File: src/rtl/wb_stage_pkg.sv
// Shared definitions for the writeback stage: load formats, syscall codes
// and the syscall FSM state encoding.
package wb_stage_pkg;

  typedef enum logic [2:0] {
    LT_LW  = 3'd0,
    LT_LB  = 3'd1,
    LT_LBU = 3'd2,
    LT_LH  = 3'd3,
    LT_LHU = 3'd4
  } load_type_e;

  localparam logic [31:0] SYS_PRINT = 32'd1;
  localparam logic [31:0] SYS_EXIT  = 32'd10;

  typedef enum logic {
    ST_RUN  = 1'b0,
    ST_HALT = 1'b1
  } sys_state_e;

endpackage

File: src/rtl/wb_stage_load_align.sv
// Little-endian load formatter: picks the addressed byte/halfword out of the
// raw memory word and sign- or zero-extends it.
module wb_stage_load_align
  import wb_stage_pkg::*;
(
  input  logic [31:0] rdata_i,
  input  logic [1:0]  offset_i,
  input  logic [2:0]  load_type_i,
  output logic [31:0] data_o
);

  logic [7:0]  byte_s;
  logic [15:0] half_s;

  always_comb begin
    byte_s = rdata_i[{offset_i, 3'b000} +: 8];
    half_s = offset_i[1] ? rdata_i[31:16] : rdata_i[15:0];
    case (load_type_i)
      LT_LB:   data_o = {{24{byte_s[7]}}, byte_s};
      LT_LBU:  data_o = {24'd0, byte_s};
      LT_LH:   data_o = {{16{half_s[15]}}, half_s};
      LT_LHU:  data_o = {16'd0, half_s};
      default: data_o = rdata_i;
    endcase
  end

endmodule

File: src/rtl/wb_stage.sv
// MEM/WB pipeline register, result select, register-file write port drive,
// syscall retirement (print/exit) and retired-instruction counter.
module wb_stage
  import wb_stage_pkg::*;
#(
  parameter int DATA_WIDTH = 32
) (
  input  logic                  clk,
  input  logic                  rst,
  input  logic                  stall,
  input  logic                  flush,
  input  logic                  in_valid,
  input  logic [31:0]           in_pc,
  input  logic [DATA_WIDTH-1:0] in_alu_result,
  input  logic [31:0]           in_mem_rdata,
  input  logic [4:0]            in_waddr,
  input  logic                  in_regwrite,
  input  logic                  in_memtoreg,
  input  logic                  in_link,
  input  logic [2:0]            in_load_type,
  input  logic                  in_syscall,
  input  logic [DATA_WIDTH-1:0] v0_data,
  input  logic [DATA_WIDTH-1:0] a0_data,
  output logic                  rf_we,
  output logic [4:0]            rf_waddr,
  output logic [DATA_WIDTH-1:0] rf_wdata,
  output logic                  wb_valid,
  output logic [31:0]           wb_pc,
  output logic                  halted,
  output logic [DATA_WIDTH-1:0] disp_data,
  output logic [31:0]           retired
);

  logic                  valid_q, valid_d;
  logic [31:0]           pc_q, pc_d;
  logic [DATA_WIDTH-1:0] alu_q, alu_d;
  logic [31:0]           rdata_q, rdata_d;
  logic [4:0]            waddr_q, waddr_d;
  logic                  regwrite_q, regwrite_d;
  logic                  memtoreg_q, memtoreg_d;
  logic                  link_q, link_d;
  logic [2:0]            load_type_q, load_type_d;
  logic                  syscall_q, syscall_d;
  logic                  done_q, done_d;
  sys_state_e            state_q, state_d;
  logic [DATA_WIDTH-1:0] disp_q, disp_d;
  logic [31:0]           retired_q, retired_d;

  logic        capture_s;
  logic        flush_take_s;
  logic        sys_fire_s;
  logic [31:0] load_data_s;

  wb_stage_load_align u_load_align (
    .rdata_i     (rdata_q),
    .offset_i    (alu_q[1:0]),
    .load_type_i (load_type_q),
    .data_o      (load_data_s)
  );

  // Pipeline register next state: halt freezes, flush beats stall.
  always_comb begin
    capture_s    = ~halted & ~flush & ~stall;
    flush_take_s = ~halted & flush;
    valid_d      = valid_q;
    pc_d         = pc_q;
    alu_d        = alu_q;
    rdata_d      = rdata_q;
    waddr_d      = waddr_q;
    regwrite_d   = regwrite_q;
    memtoreg_d   = memtoreg_q;
    link_d       = link_q;
    load_type_d  = load_type_q;
    syscall_d    = syscall_q;
    retired_d    = retired_q;
    if (capture_s) begin
      valid_d     = in_valid;
      pc_d        = in_pc;
      alu_d       = in_alu_result;
      rdata_d     = in_mem_rdata;
      waddr_d     = in_waddr;
      regwrite_d  = in_regwrite;
      memtoreg_d  = in_memtoreg;
      link_d      = in_link;
      load_type_d = in_load_type;
      syscall_d   = in_syscall;
      retired_d   = in_valid ? retired_q + 32'd1 : retired_q;
    end else if (flush_take_s) begin
      valid_d = 1'b0;
    end else begin
      valid_d = valid_q;
    end
  end

  // Syscall FSM; done_q keeps a stalled syscall from firing twice.
  always_comb begin
    sys_fire_s = (state_q == ST_RUN) & valid_q & syscall_q & ~done_q;
    state_d    = state_q;
    disp_d     = disp_q;
    case (state_q)
      ST_RUN: begin
        if (sys_fire_s && v0_data == DATA_WIDTH'(SYS_EXIT)) begin
          state_d = ST_HALT;
        end else if (sys_fire_s && v0_data == DATA_WIDTH'(SYS_PRINT)) begin
          disp_d = a0_data;
        end else begin
          state_d = ST_RUN;
        end
      end
      ST_HALT: state_d = ST_HALT;
      default: state_d = ST_RUN;
    endcase
    if (capture_s || flush_take_s) begin
      done_d = 1'b0;
    end else if (sys_fire_s) begin
      done_d = 1'b1;
    end else begin
      done_d = done_q;
    end
  end

  // State registers with synchronous reset.
  always_ff @(posedge clk) begin
    if (rst) begin
      valid_q     <= 1'b0;
      pc_q        <= 32'd0;
      alu_q       <= '0;
      rdata_q     <= 32'd0;
      waddr_q     <= 5'd0;
      regwrite_q  <= 1'b0;
      memtoreg_q  <= 1'b0;
      link_q      <= 1'b0;
      load_type_q <= 3'd0;
      syscall_q   <= 1'b0;
      done_q      <= 1'b0;
      state_q     <= ST_RUN;
      disp_q      <= '0;
      retired_q   <= 32'd0;
    end else begin
      valid_q     <= valid_d;
      pc_q        <= pc_d;
      alu_q       <= alu_d;
      rdata_q     <= rdata_d;
      waddr_q     <= waddr_d;
      regwrite_q  <= regwrite_d;
      memtoreg_q  <= memtoreg_d;
      link_q      <= link_d;
      load_type_q <= load_type_d;
      syscall_q   <= syscall_d;
      done_q      <= done_d;
      state_q     <= state_d;
      disp_q      <= disp_d;
      retired_q   <= retired_d;
    end
  end

  // Write-port drive straight from the registered fields.
  always_comb begin
    if (link_q) begin
      rf_wdata = DATA_WIDTH'(pc_q + 32'd4);
    end else if (memtoreg_q) begin
      rf_wdata = DATA_WIDTH'(load_data_s);
    end else begin
      rf_wdata = alu_q;
    end
    rf_we    = valid_q & regwrite_q & (waddr_q != 5'd0) & ~halted;
    rf_waddr = waddr_q;
  end

  assign halted    = (state_q == ST_HALT);
  assign wb_valid  = valid_q;
  assign wb_pc     = pc_q;
  assign disp_data = disp_q;
  assign retired   = retired_q;

endmodule
File: config.mk
export PLATFORM = sky130hd
export DESIGN_NAME = wb_stage
export DESIGN_NICKNAME = d
export VERILOG_FILES = /design/src/rtl/wb_stage_pkg.sv /design/src/rtl/wb_stage_load_align.sv /design/src/rtl/wb_stage.sv
export SDC_FILE = /design/constraint.sdc
export NUM_CORES = 1
export LEC_CHECK = 0
export ABC_AREA = 1
export CAP_MARGIN = 20
export CORE_MARGIN = 2
export CORE_UTILIZATION = 40
export CTS_CLUSTER_DIAMETER = 200
export CTS_CLUSTER_SIZE = 10
export DETAILED_ROUTE_END_ITERATION = 10
export HOLD_SLACK_MARGIN = 0.15
export PLACE_DENSITY = 0.7
export SYNTH_ARGS = -nofsm -noshare
export SYNTH_HDL_FRONTEND = slang
export SYNTH_SLANG_ARGS = --single-unit
File: constraint.sdc
create_clock -name clk -period 1.9 [get_ports clk]
set_input_delay 0.285 -clock clk [delete_from_list [all_inputs] [get_ports clk]]
set_output_delay 0.285 -clock clk [all_outputs]
set_load 0.03 [all_outputs]
Word level (Yosys, flattened, before mapping)
Index checks and enable logic that the tools add are counted.
- output and inout bits: 136
- bits in registers: 175
- logic and storage cells: 53
- input port bits: 177
- add/sub/neg operators: 2
- bitwise logic cells: 14
- reduce and logical (&&, ||, !) cells: 8
- equal/unequal tests: 6
- mux-type cells: 8
- shifts and indexed selects: 1
- operator list (cell ; number):
    $pmux W32 S4 ; 1
    $mux W32 ; 2
    $add A32 B1 Y32 const B ; 1
    $add A32 B3 Y32 const B ; 1
    $eq A32 B1 Y1 const B ; 1
    $eq A32 B4 Y1 const B ; 1
    $shiftx A32 B6 Y8 ; 1
    $mux W16 ; 1
    $and A1 B1 Y1 ; 9
    $eq A3 B2 Y1 const B ; 2
    $not A1 Y1 ; 5
    $reduce_bool A5 Y1 ; 1
    $eq A3 B1 Y1 const B ; 1
    $eq A3 B3 Y1 const B ; 1
    $mux W1 ; 3
    $reduce_and A3 Y1 ; 1
    $logic_and A1 B1 Y1 ; 2
    $pmux W1 S2 ; 1
    $reduce_and A2 Y1 ; 1
    $reduce_bool A2 Y1 ; 1
    $reduce_or A2 Y1 ; 1
    $logic_or A1 B1 Y1 ; 1

Longest topological paths before layout
Gate-level depths: netlist (run 1).
- depth after elaboration: 7
- mapped depth: 11
- depth with buffers taken out: 10

Hierarchy
From an unflattened synthesis (run 1), not the netlist that was laid out.
- cells, all modules: 1535
- area total of the unflattened synthesis: 9601.7 µm²
- modules (own cells, without submodules) (module ; cells an instance ; times used ; area each (µm²) ; seq. area each (µm²)):
    wb_stage ; 1303 ; 1 ; 8538.2 ; 3503.4
    wb_stage_load_align ; 232 ; 1 ; 1063.5 ; 0.0

Worst setup path before layout (run 1)
Ideal clock, no wire load.
- path type: register to output
- start point: register pc_q[2] (netlist: wb_pc[2])
- end point: output port rf_wdata[12]
- path slack: -0.237 ns
- stages on the path, launching flop included: 9
- arrival time: 1.852 ns
- buffers on the path: 0
- data required time: 1.615 ns
- cell sequence: dfxtp_1 ha_1 nand2_1 nor2_4 nand3_2 nor2_4 xor2_1 nand2_1 o21ai_1
- longest elaborated chain between the ends: 2
- RTL lines (item ; RTL line ; source):
    start, declared ; wb_stage.sv:35 ; logic [31:0] pc_q, pc_d;
    start signal, assigned ; wb_stage.sv:141 ; pc_q <= pc_d;
    $add A32 B3 Y32 ; wb_stage.sv:160 ; rf_wdata = DATA_WIDTH'(pc_q + 32'd4);
    $mux W32 ; wb_stage.sv:159 ; if (link_q) begin
    end, declared ; wb_stage.sv:26 ; output logic [DATA_WIDTH-1:0] rf_wdata,
No other way between the ends.

Final worst setup path (run 1)
- start point: register load_type_q[1]
- end point: output port rf_wdata[6]
- longest elaborated chain between the ends: 4
- elaborated cells on any way between the ends: 7
- classes of those cells: eq/ne: 4; mux: 3
- RTL lines (item ; RTL line ; source):
    start, declared ; wb_stage.sv:42 ; logic [2:0] load_type_q, load_type_d;
    start signal, assigned ; wb_stage.sv:148 ; load_type_q <= load_type_d;
    $eq A3 B3 Y1 (tied with other cells) ; wb_stage_load_align.sv:18 ; case (load_type_i)
    $pmux W32 S4 * ; wb_stage_load_align.sv:18 ;
    $mux W32 * ; wb_stage.sv:161 ; end else if (memtoreg_q) begin
    $mux W32 * ; wb_stage.sv:159 ;
Every way passes the cells marked *; elsewhere a longest branch is shown, timed or not.

==> impl_metrics.env, run 1 <==
export IMPL_outcome="complete, but fails checks"
export IMPL_violations="negative setup slack"
export IMPL_max_stage_delay_ns=0.36
export IMPL_drtPass1Iterations=5
export IMPL_p_per_area_nw_per_um2=662
export IMPL_dr_first_iter_drc_count=767
export IMPL_grt_usage_pct=30.0
export IMPL_final_setup_worst_slack_ns=-0.427
export IMPL_clock_power_share_pct=35.5
export IMPL_rows=55
export IMPL_place_inst=2158
export IMPL_place_hpwl_mm=28.2
export IMPL_min_path_type="input pin to flip-flop"
export IMPL_synth_xor_xnor_area_share_pct=1.32
export IMPL_worstPathCellList="nand3b_1, nand2_2, nor2_4, buf_12, buf_8, nand2_4, nand3_4, o21ai_4, nand2_2, buf_12"
export IMPL_start_kind="flip-flop"
export IMPL_min_period_ns=2.33
export IMPL_ys_dominant_reg_cell="dfxtp_1"
export IMPL_grt_remaining_overflow=0
export IMPL_yosysWarnings=0
export IMPL_p_comb_share_pct=25.2
export IMPL_arrival_ns=2.04
export IMPL_insertion_delay_ns=0.44
export IMPL_maxSlewViolCount=0
export IMPL_yosys_area_share_simple_pct=37.9
export IMPL_path_depth=10
export IMPL_drc=0
export IMPL_cts_reportedPaths_clkPinSlew_ns=0.07
export IMPL_start_util_pct=40.9
export IMPL_max_slew_margin_pct=74.5
export IMPL_finalSetupViolCount=32
export IMPL_syn2layout_area_growth_pct=64.0
export IMPL_slowest_stage="dfxtp_4"
export IMPL_cts_buffers_inserted=17
export IMPL_fmax_mhz=430
export IMPL_ys_types=40
export IMPL_p_leak_uw=0.00673
export IMPL_postSynthAreaPerCell_um2=6.28
export IMPL_cts_tree="yes"
export IMPL_num_vias=11200
export IMPL_skew_ns=0.0114
export IMPL_die_height_um=156
export IMPL_p_int_uw=6920
export IMPL_place_congestion=0.925
export IMPL_grt_max_degree=53
export IMPL_fin_cells=2206
export IMPL_utilization_pct=67.1
export IMPL_worstSetupPathType="flip-flop to primary output"
export IMPL_whs_path_depth=3
export IMPL_switching_share_pct=31.4
export IMPL_syn_nets=1658
export IMPL_ys_seq_area_share_pct=37.7
export IMPL_die_area_um2=24500
export IMPL_syn_area_um2=9290
export IMPL_ys_ff_latch=175
export IMPL_hold_viol=0
export IMPL_fp_dieW_um=156
export IMPL_routedWlPerCell_um=16.8
export IMPL_syn_inst=1479
export IMPL_worstMarginPinSlew_ns=0.378
export IMPL_ir_worst_vdd_mv=0.585
export IMPL_synthAdderAreaFrac_pct=0.269
export IMPL_synth_edf_count=0
export IMPL_first_global_vias=10800
export IMPL_rsz0062_at_grt="yes"
export IMPL_postCtsHoldBufs=0
export IMPL_grt_pass1_wl_mm=56.7
export IMPL_antenna_left=0
export IMPL_rrSetupSlack_ns=0.33
export IMPL_synth_top_family_by_area="simple AND/OR/NAND/NOR gates"
export IMPL_totalWireLength_mm=37.0
export IMPL_via_per_inst=5.08
export IMPL_path_delay_family="simple AND/OR/NAND/NOR gates"
export IMPL_rr_worst_depth=9
export IMPL_setup_tns_ns=-11.80
export IMPL_num_nets_final=2083
export IMPL_finalCritPeriodShare_pct=122
export IMPL_cts_sinks=175
export IMPL_synth_async_sr_flop_share_pct=0
export IMPL_antenna_found_initial=6
export IMPL_cts_buffer_depth=2
export IMPL_power_switching_uw=3160
export IMPL_portBuffers=312
export IMPL_pwr_share_seq_pct=39.3
export IMPL_maxCapViolations=0
export IMPL_synthMuxAreaShare_pct=0
export IMPL_whs_ns=0.421
export IMPL_power_uw=10100
export IMPL_endpoint_kind="primary output"
export IMPL_critPathBufInv=3
export IMPL_cp_max_fo=5
export IMPL_synth_compound_area_share_pct=14.6
export IMPL_fp_coreArea_um2=22700
export IMPL_io_pins=313
export IMPL_cp_data_required_time_ns=1.62
export IMPL_htreeDepth=4
export IMPL_layout_drive_gt1_share_pct=21.7
export IMPL_cts_root_buf="clkbuf_16"
-- layout make-up --
cell class / instances / area (um^2)
diodes: 4 / 10.0
clock buffers: 19 / 443
clock inverters: 13 / 148
fillers: 2047 / 7480
inverters: 114 / 442
multi-input cells: 1120 / 5600
flip-flops and latches: 175 / 3540
well taps: 285 / 357
repair buffers: 476 / 4690
-- power groups by stage --
| stage | Combinational [uW] | Sequential (uW) | Clock (uW) |
|---|---|---|---|
| final | 2540 | 3960 | 3580 |
| after global routing | 2710 | 3980 | 3800 |
| after CTS | 2430 | 3950 | 3650 |
| after detailed placement | 2260 | 4030 | 0 |
| after global placement | 2250 | 4030 | 0 |
| after floorplan | 915 | 4120 | 0 |
-- cell families after synthesis --
group,count (synthesis)
flip-flops,175
AO/OA/AOI/OAI,262
AND/OR/NAND/NOR,842
XOR/XNOR,14
buffers and inverters,184
adder cells (fa/ha/maj),2
-- synthesized netlist by cell type, types with 9 or more instances --
cell type / instances / share of area [%]
nand3_1: 39 / 2.1
nor2_2: 11 / 0.74
clkbuf_1: 46 / 1.9
nand2_2: 9 / 0.61
nor2_1: 363 / 15
nand2_1: 357 / 14
o21ai_0: 152 / 8.2
xor2_1: 9 / 0.85
buf_2: 17 / 0.92
nor3_1: 16 / 0.86
a21oi_1: 68 / 3.7
dfxtp_1: 175 / 38
nor2_4: 11 / 1.3
nand3b_1: 12 / 0.97
inv_1: 104 / 4.2
o21ai_1: 26 / 1.4
-- metrics by stage --
step / setup slack [ns] / cell area, um^2
floorplan: 0.00706 / 9300
global placement: -0.268 / 13700
detailed placement: -0.310 / 13700
CTS: -0.433 / 14900
global route: -0.525 / 15200
finish: -0.427 / 15200
-- placed cells by master (no fill, tap or decap), types with 5 or more instances in the layout --
| cell type | instances |
|---|---|
| nor2_2 | 23 |
| a21oi_1 | 65 |
| xor2_1 | 7 |
| o21ai_2 | 19 |
| dfxtp_4 | 6 |
| dlygate4sd2_1 | 20 |
| dfxtp_1 | 155 |
| o21ai_1 | 23 |
| nand3b_1 | 12 |
| xnor2_1 | 5 |
| nor2_4 | 20 |
| inv_1 | 102 |
| nand2_1 | 313 |
| clkdlybuf4s50_1 | 243 |
| buf_12 | 17 |
| nand4_1 | 8 |
| clkbuf_16 | 17 |
| o211ai_1 | 7 |
| nor3_4 | 6 |
| nor3_1 | 8 |
| nand2_2 | 41 |
| nand2_4 | 13 |
| nor2_1 | 342 |
| nand3_1 | 29 |
| nand3_2 | 10 |
| o21ai_0 | 133 |
| dfxtp_2 | 14 |
| buf_6 | 44 |
| buf_4 | 132 |
| inv_2 | 7 |
| dlymetal6s2s_1 | 16 |
-- per-layer routing --
metal	share of wire (%)	wire (um)	GRT usage, %	vias to the layer above
met1	39	14500	35.0	5144
met2	48	17700	51.3	451
met3	9.3	3450	9.36	82
met5	0.062	23	0	-
met4	3.6	1340	11.4	4
li1	-	-	-	5526
-- state kept, by name, summed over array words and instances (netlist names) --
signal / count
load_type_q: 3
wb_pc: 32
disp_data: 32
rf_waddr: 5
rdata_q: 32
regwrite_q: 1
link_q: 1
halted: 1
syscall_q: 1
memtoreg_q: 1
wb_valid: 1
alu_q: 32
done_q: 1
retired: 32
-- worst reg2reg max path, cell delays in order (launching register included) --
cell and delay, ns:
dfxtp_1 0.45, nand2_1 0.17, nor2_4 0.19, nand2_2 0.08, nor2_2 0.12, nand3_1 0.16, nor2_1 0.16, nand2_1 0.06
nand2_1 0.06, nor2_1 0.04
-- worst paths after layout --
kind	from	end
hold reg to reg	alu_q[12]$_SDFFE_PP0P_	alu_q[12]$_SDFFE_PP0P_
setup / recovery	load_type_q[1]$_SDFFE_PP0P_	rf_wdata[6]
hold / removal	a0_data[1]	disp_data[1]$_SDFFE_PP0P_
setup reg to reg	retired[10]$_SDFFE_PP0P_	retired[28]$_SDFFE_PP0P_
-- what timing repair did --
item	CTS	global route
setup buffers	10	3
pin swaps	54	27
gates resized for setup	192	99
endpoints found under the setup margin	52	52
Power figures use the tool's default switching activity.
==> inputs of run 2 (changes only) <==
CORE_UTILIZATION = 46   (was 40)
PLACE_DENSITY = 0.79   (was 0.7)
==> run 2 against run 1 <==
The flow still finishes with violations (negative setup slack). First-iteration DRC count increased by 4.7%. Wire length decreased by 0.42%. Highest routed layer unchanged. Sequential share of layout area increased by 0.26 points. Critical path depth unchanged. Non-clock buffer count decreased by 43.
==> impl_metrics.env, run 2 (same netlist as run 1, synthesis figures left out) <==
export IMPL_outcome="complete, but fails checks"
export IMPL_violations="negative setup slack"
export IMPL_rows=51
export IMPL_grt_usage_pct=33.6
export IMPL_portBuffers=312
export IMPL_grt_remaining_overflow=0
export IMPL_max_slew_margin_pct=61.8
export IMPL_regToRegStartpoint="retired[10]$_SDFFE_PP0P_"
export IMPL_io_pins=313
export IMPL_drtPass1Iterations=6
export IMPL_worstPathCellList="ha_4, nand2_4, nor2_4, nand3_4, inv_4, nand2_4, o21bai_1, nand3_2, o21ai_2, buf_6"
export IMPL_maxSlewViolCount=0
export IMPL_rsz0062_at_grt="yes"
export IMPL_place_hpwl_mm=27.5
export IMPL_die_height_um=146
export IMPL_first_global_vias=10700
export IMPL_finalCritPeriodShare_pct=121
export IMPL_totalWireLength_mm=36.8
export IMPL_die_area_um2=21300
export IMPL_cts_root_buf="clkbuf_16"
export IMPL_fmax_mhz=433
export IMPL_via_per_inst=5.23
export IMPL_p_per_area_nw_per_um2=693
export IMPL_layout_drive_gt1_share_pct=21.7
export IMPL_dr_first_iter_drc_count=803
export IMPL_crit_top_cell="nand2_4"
export IMPL_fp_coreArea_um2=19700
export IMPL_power_uw=10500
export IMPL_num_nets_final=2040
export IMPL_cts_buffers_inserted=17
export IMPL_max_stage_delay_ns=0.38
export IMPL_num_vias=11200
export IMPL_finalSetupViolCount=32
export IMPL_start_kind="flip-flop"
export IMPL_grt_pass1_wl_mm=57.3
export IMPL_final_setup_worst_slack_ns=-0.407
export IMPL_cts_reportedPaths_clkPinSlew_ns=0.07
export IMPL_setup_tns_ns=-11.00
export IMPL_arrival_ns=2.02
export IMPL_insertion_delay_ns=0.44
export IMPL_min_delay_start="a0_data[3]"
export IMPL_min_period_ns=2.31
export IMPL_antenna_found_initial=1
export IMPL_endpoint_kind="primary output"
export IMPL_place_ws_ns=-0.0992
export IMPL_drc=0
export IMPL_syn2layout_area_growth_pct=62.9
export IMPL_mostFrequentLayoutCells="342 x nor2_1, 299 x nand2_1, 253 x clkdlybuf4s50_1, 149 x dfxtp_1, 135 x o21ai_0"
export IMPL_slowest_stage="dfxtp_4"
export IMPL_antenna_left=0
export IMPL_cp_max_fo=4
export IMPL_fp_dieW_um=146
export IMPL_min_path_type="input pin to flip-flop"
export IMPL_worstSetupPathType="flip-flop to primary output"
export IMPL_routedWlPerCell_um=17.2
export IMPL_mostFrequentLayoutCell="nor2_1"
export IMPL_cts_tree="yes"
export IMPL_hold_viol=0
export IMPL_p_leak_uw=0.00660
export IMPL_htreeDepth=4
export IMPL_antennaDiodeCount=0
export IMPL_grt_max_degree=51
export IMPL_place_congestion=0.941
export IMPL_start_util_pct=47.2
export IMPL_utilization_pct=77.0
export IMPL_skew_ns=0.00809
export IMPL_worstMarginPinSlew_ns=0.566
export IMPL_cp_data_required_time_ns=1.62
export IMPL_cts_sinks=175
export IMPL_maxCapViolations=0
export IMPL_cts_buffer_depth=2
export IMPL_ir_worst_vdd_mv=0.670
export IMPL_startpoint="wb_pc[3]$_SDFFE_PP0P_"
==> run 2: final cells by class <==
cell class	instances	area [um^2]
Fill cell	1561	4530
Sequential cell	175	3560
Clock inverter	14	233
Tap cell	265	332
Inverter	114	448
Timing Repair Buffer	433	4370
Clock buffer	18	429
Multi-Input combinational cell	1120	5750
==> run 2: timing repair <==
action | CTS | global route
buffers inserted | 11 | 5
gates resized for setup | 192 | 126
setup endpoints to repair | 41 | 56
gates cloned | 3 | 1
pin swaps | 59 | 55
hold buffers | 0 | 0
==> run 2: path summary, 6_finish.rpt <==
check                                                 end  slack, ns  cells after the start
worst min-delay path            disp_data[3]$_SDFFE_PP0P_       0.43                      3
worst min register to register     syscall_q$_SDFFE_PP0P_       0.48                      2
worst max-delay path                         rf_wdata[16]      -0.41                     10
worst max register to register   retired[28]$_SDFFE_PP0P_       0.34                      9
==> run 2: worst max-delay path, delay by kind of cell (launching register included) <==
kind | cells | cell delay (ns)
AO/OA/AOI/OAI | 2 | 0.27
flip-flops | 1 | 0.38
buffers and inverters | 2 | 0.27
AND/OR/NAND/NOR | 5 | 0.52
adder cells (fa/ha/maj) | 1 | 0.15
==> run 2: through the flow <==
stage	hold WS (ns)	cells	area, um^2
floorplan	0.420	1479	9300
global placement	0.456	2087	13200
detailed placement	0.465	2087	13200
CTS	0.415	2133	14600
global route	0.418	2139	15100
finish	0.426	2139	15100
==> run 2: power by group <==
group	internal, uW	leakage, uW	switching [uW]
clock network	2370	0.000321	1610
registers	3830	0.00144	151
logic	1170	0.00484	1370
==> run 2: metal layers <==
| layer | track usage (%) | part of all wire (%) | wire [um] |
|---|---|---|---|
| met5 | 0 | 0.035 | 13 |
| met4 | 10.6 | 3.3 | 1220 |
| met2 | 59.1 | 49 | 18100 |
| met3 | 9.09 | 8.9 | 3300 |
| met1 | 40.0 | 39 | 14200 |
==> inputs of run 3 (changes only) <==
PLACE_DENSITY = 0.81   (was 0.79)
SETUP_SLACK_MARGIN = 0.15   (was default)
==> run 3 against run 2 <==
The run still ends with negative setup slack left. Global-route usage hardly changed. Combinational power increased by 2%. Worst hold slack better by 0.0023 ns. Final area up 0.74%. Critical path depth stayed put. Sequential power hardly changed. Fmax decreased by 4.2%. Via count increased by 4.1%. Core utilization grew 0.57 points.
==> impl_metrics.env, run 3 (same netlist as run 1, synthesis figures left out) <==
export IMPL_outcome="complete, but fails checks"
export IMPL_violations="negative setup slack"
export IMPL_mostFrequentLayoutCell="nor2_1"
export IMPL_finalCritPeriodShare_pct=127
export IMPL_slowest_stage="dfxtp_4"
export IMPL_postCtsHoldBufs=0
export IMPL_fp_dieW_um=146
export IMPL_rrSetupSlack_ns=0.21
export IMPL_final_setup_worst_slack_ns=-0.508
export IMPL_first_global_vias=11100
export IMPL_cts_tree="yes"
export IMPL_layout_drive_gt1_share_pct=23.2
export IMPL_rsz0062_at_grt="yes"
export IMPL_grt_pass1_wl_mm=57.8
export IMPL_pwr_share_seq_pct=38.8
export IMPL_via_per_inst=5.36
export IMPL_whs_path_depth=3
export IMPL_num_vias=11700
export IMPL_place_congestion=0.940
export IMPL_antenna_left=0
export IMPL_p_comb_share_pct=25.0
export IMPL_endpoint_kind="primary output"
export IMPL_rows=51
export IMPL_antenna_found_initial=3
export IMPL_clock_power_share_pct=36.2
export IMPL_skew_ns=0.0150
export IMPL_cts_buffer_depth=2
export IMPL_arrival_ns=2.12
export IMPL_worstSetupPathType="flip-flop to primary output"
export IMPL_cts_reportedPaths_clkPinSlew_ns=0.08
export IMPL_num_nets_final=2075
export IMPL_max_stage_delay_ns=0.37
export IMPL_portBuffers=312
export IMPL_die_height_um=146
export IMPL_maxSlewViolCount=0
export IMPL_finalSetupViolCount=32
export IMPL_power_switching_uw=3240
export IMPL_path_delay_family="simple AND/OR/NAND/NOR gates"
export IMPL_min_delay_start="a0_data[7]"
export IMPL_p_int_uw=7030
export IMPL_grt_max_degree=50
export IMPL_whs_ns=0.428
export IMPL_routedWlPerCell_um=17.6
export IMPL_rr_worst_depth=6
export IMPL_min_period_ns=2.41
export IMPL_cp_max_fo=4
export IMPL_p_per_area_nw_per_um2=674
export IMPL_start_kind="flip-flop"
export IMPL_place_hpwl_mm=27.0
export IMPL_max_slew_margin_pct=70.9
export IMPL_switching_share_pct=31.5
export IMPL_cts_root_buf="clkbuf_16"
export IMPL_grt_remaining_overflow=0
export IMPL_htreeDepth=4
export IMPL_die_area_um2=21300
export IMPL_io_pins=313
export IMPL_rr_endpoint="wb_pc[7]$_SDFFE_PP0P_"
export IMPL_drtPass1Iterations=6
export IMPL_regToRegStartpoint="halted$_SDFF_PP0_"
export IMPL_hold_viol=0
export IMPL_cts_sinks=175
export IMPL_start_util_pct=47.2
export IMPL_grt_usage_pct=33.6
export IMPL_fp_coreArea_um2=19700
export IMPL_min_path_type="input pin to flip-flop"
export IMPL_cp_data_required_time_ns=1.62
export IMPL_worstMarginPinSlew_ns=0.439
export IMPL_dr_first_iter_drc_count=972
export IMPL_critPathBufInv=2
export IMPL_totalWireLength_mm=38.3
export IMPL_ir_worst_vdd_mv=0.632
export IMPL_cts_buffers_inserted=17
export IMPL_maxCapViolations=0
export IMPL_holdPathEnd="disp_data[7]$_SDFFE_PP0P_"
export IMPL_syn2layout_area_growth_pct=64.1
export IMPL_mostFrequentLayoutCells="344 x nor2_1, 296 x nand2_1, 178 x clkdlybuf4s50_1, 145 x dfxtp_1, 134 x o21ai_0"
export IMPL_p_leak_uw=0.00703
export IMPL_insertion_delay_ns=0.44
export IMPL_worstPathCellList="ha_4, nand2_4, nor2_4, buf_6, nand3_4, nor2_4, xor2_1, nand2_1, o21ai_2, buf_6"
export IMPL_fmax_mhz=415
export IMPL_power_uw=10300
export IMPL_drc=0
## run 3: worst max-delay path by stage
| stage | endpoint | cells after the start | start | slack, ns |
|---|---|---|---|---|
| 5_1_grt | rf_wdata[24] | 13 | wb_pc[8]$_SDFFE_PP0P_ | -0.59 |
| 2_1_floorplan | rf_wdata[20] | 9 | wb_pc[2]$_SDFFE_PP0P_ | 0.12 |
| 4_1_cts | rf_wdata[5] | 11 | load_type_q[1]$_SDFFE_PP0P_ | -0.43 |
| 6_report | rf_wdata[12] | 10 | wb_pc[3]$_SDFFE_PP0P_ | -0.51 |
| 3_5_place_dp | rf_wdata[14] | 8 | wb_pc[10]$_SDFFE_PP0P_ | -0.38 |
| 3_3_place_gp | rf_wdata[14] | 8 | wb_pc[10]$_SDFFE_PP0P_ | -0.33 |
## run 3: area by class of cell
type | instances | area, um^2
fillers | 1503 | 4410
multi-input cells | 1120 | 5670
clock inverters | 15 | 189
flip-flops and latches | 175 | 3570
clock buffers | 17 | 425
inverters | 114 | 435
repair buffers | 468 | 4620
well taps | 265 | 332
diodes | 3 | 7.51
## run 3: metal layers
layer,vias up,routed length (um),part of all wire [%],global-route usage (%)
li1,5527,-,-,-
met1,5358,14200,37,37.9
met2,627,18800,49,59.5
met3,147,3530,9.2,9.59
met4,0,1840,4.8,14.4
met5,-,0,0,0
## run 3: metrics by stage
step	std cells	setup slack [ns]	utilization [%]	setup TNS [ns]	cell area, um^2
6_report	2177	-0.508	77.5	-13.14	15200
5_1_grt	2177	-0.586	77.5	-15.45	15200
4_1_cts	2163	-0.429	75.7	-10.96	14900
3_5_place_dp	2088	-0.384	68.1	-3.51	13400
3_3_place_gp	2088	-0.333	68.1	-2.71	13400
2_1_floorplan	1479	0.117	-	0	9360
## run 3: tightest hold or removal path, delay by kind of cell
kind          cells  cell delay (ns)
simple gates      2             0.15
buf+inv           1             0.39
## run 3: timing repair
item,4_1_cts,5_1_grt
buffers inserted,39,11
gates cloned,4,0
resized for setup,288,78
setup endpoints to repair,117,50
pin swaps,77,46
## run 3: power groups by stage
stage | Clock (uW) | Sequential, uW | Combinational [uW]
global route | 3890 | 4000 | 2700
CTS | 3730 | 3970 | 2410
finish | 3720 | 3980 | 2570
global placement | 0 | 4050 | 2120
floorplan | 0 | 4120 | 928
detailed placement | 0 | 4050 | 2140
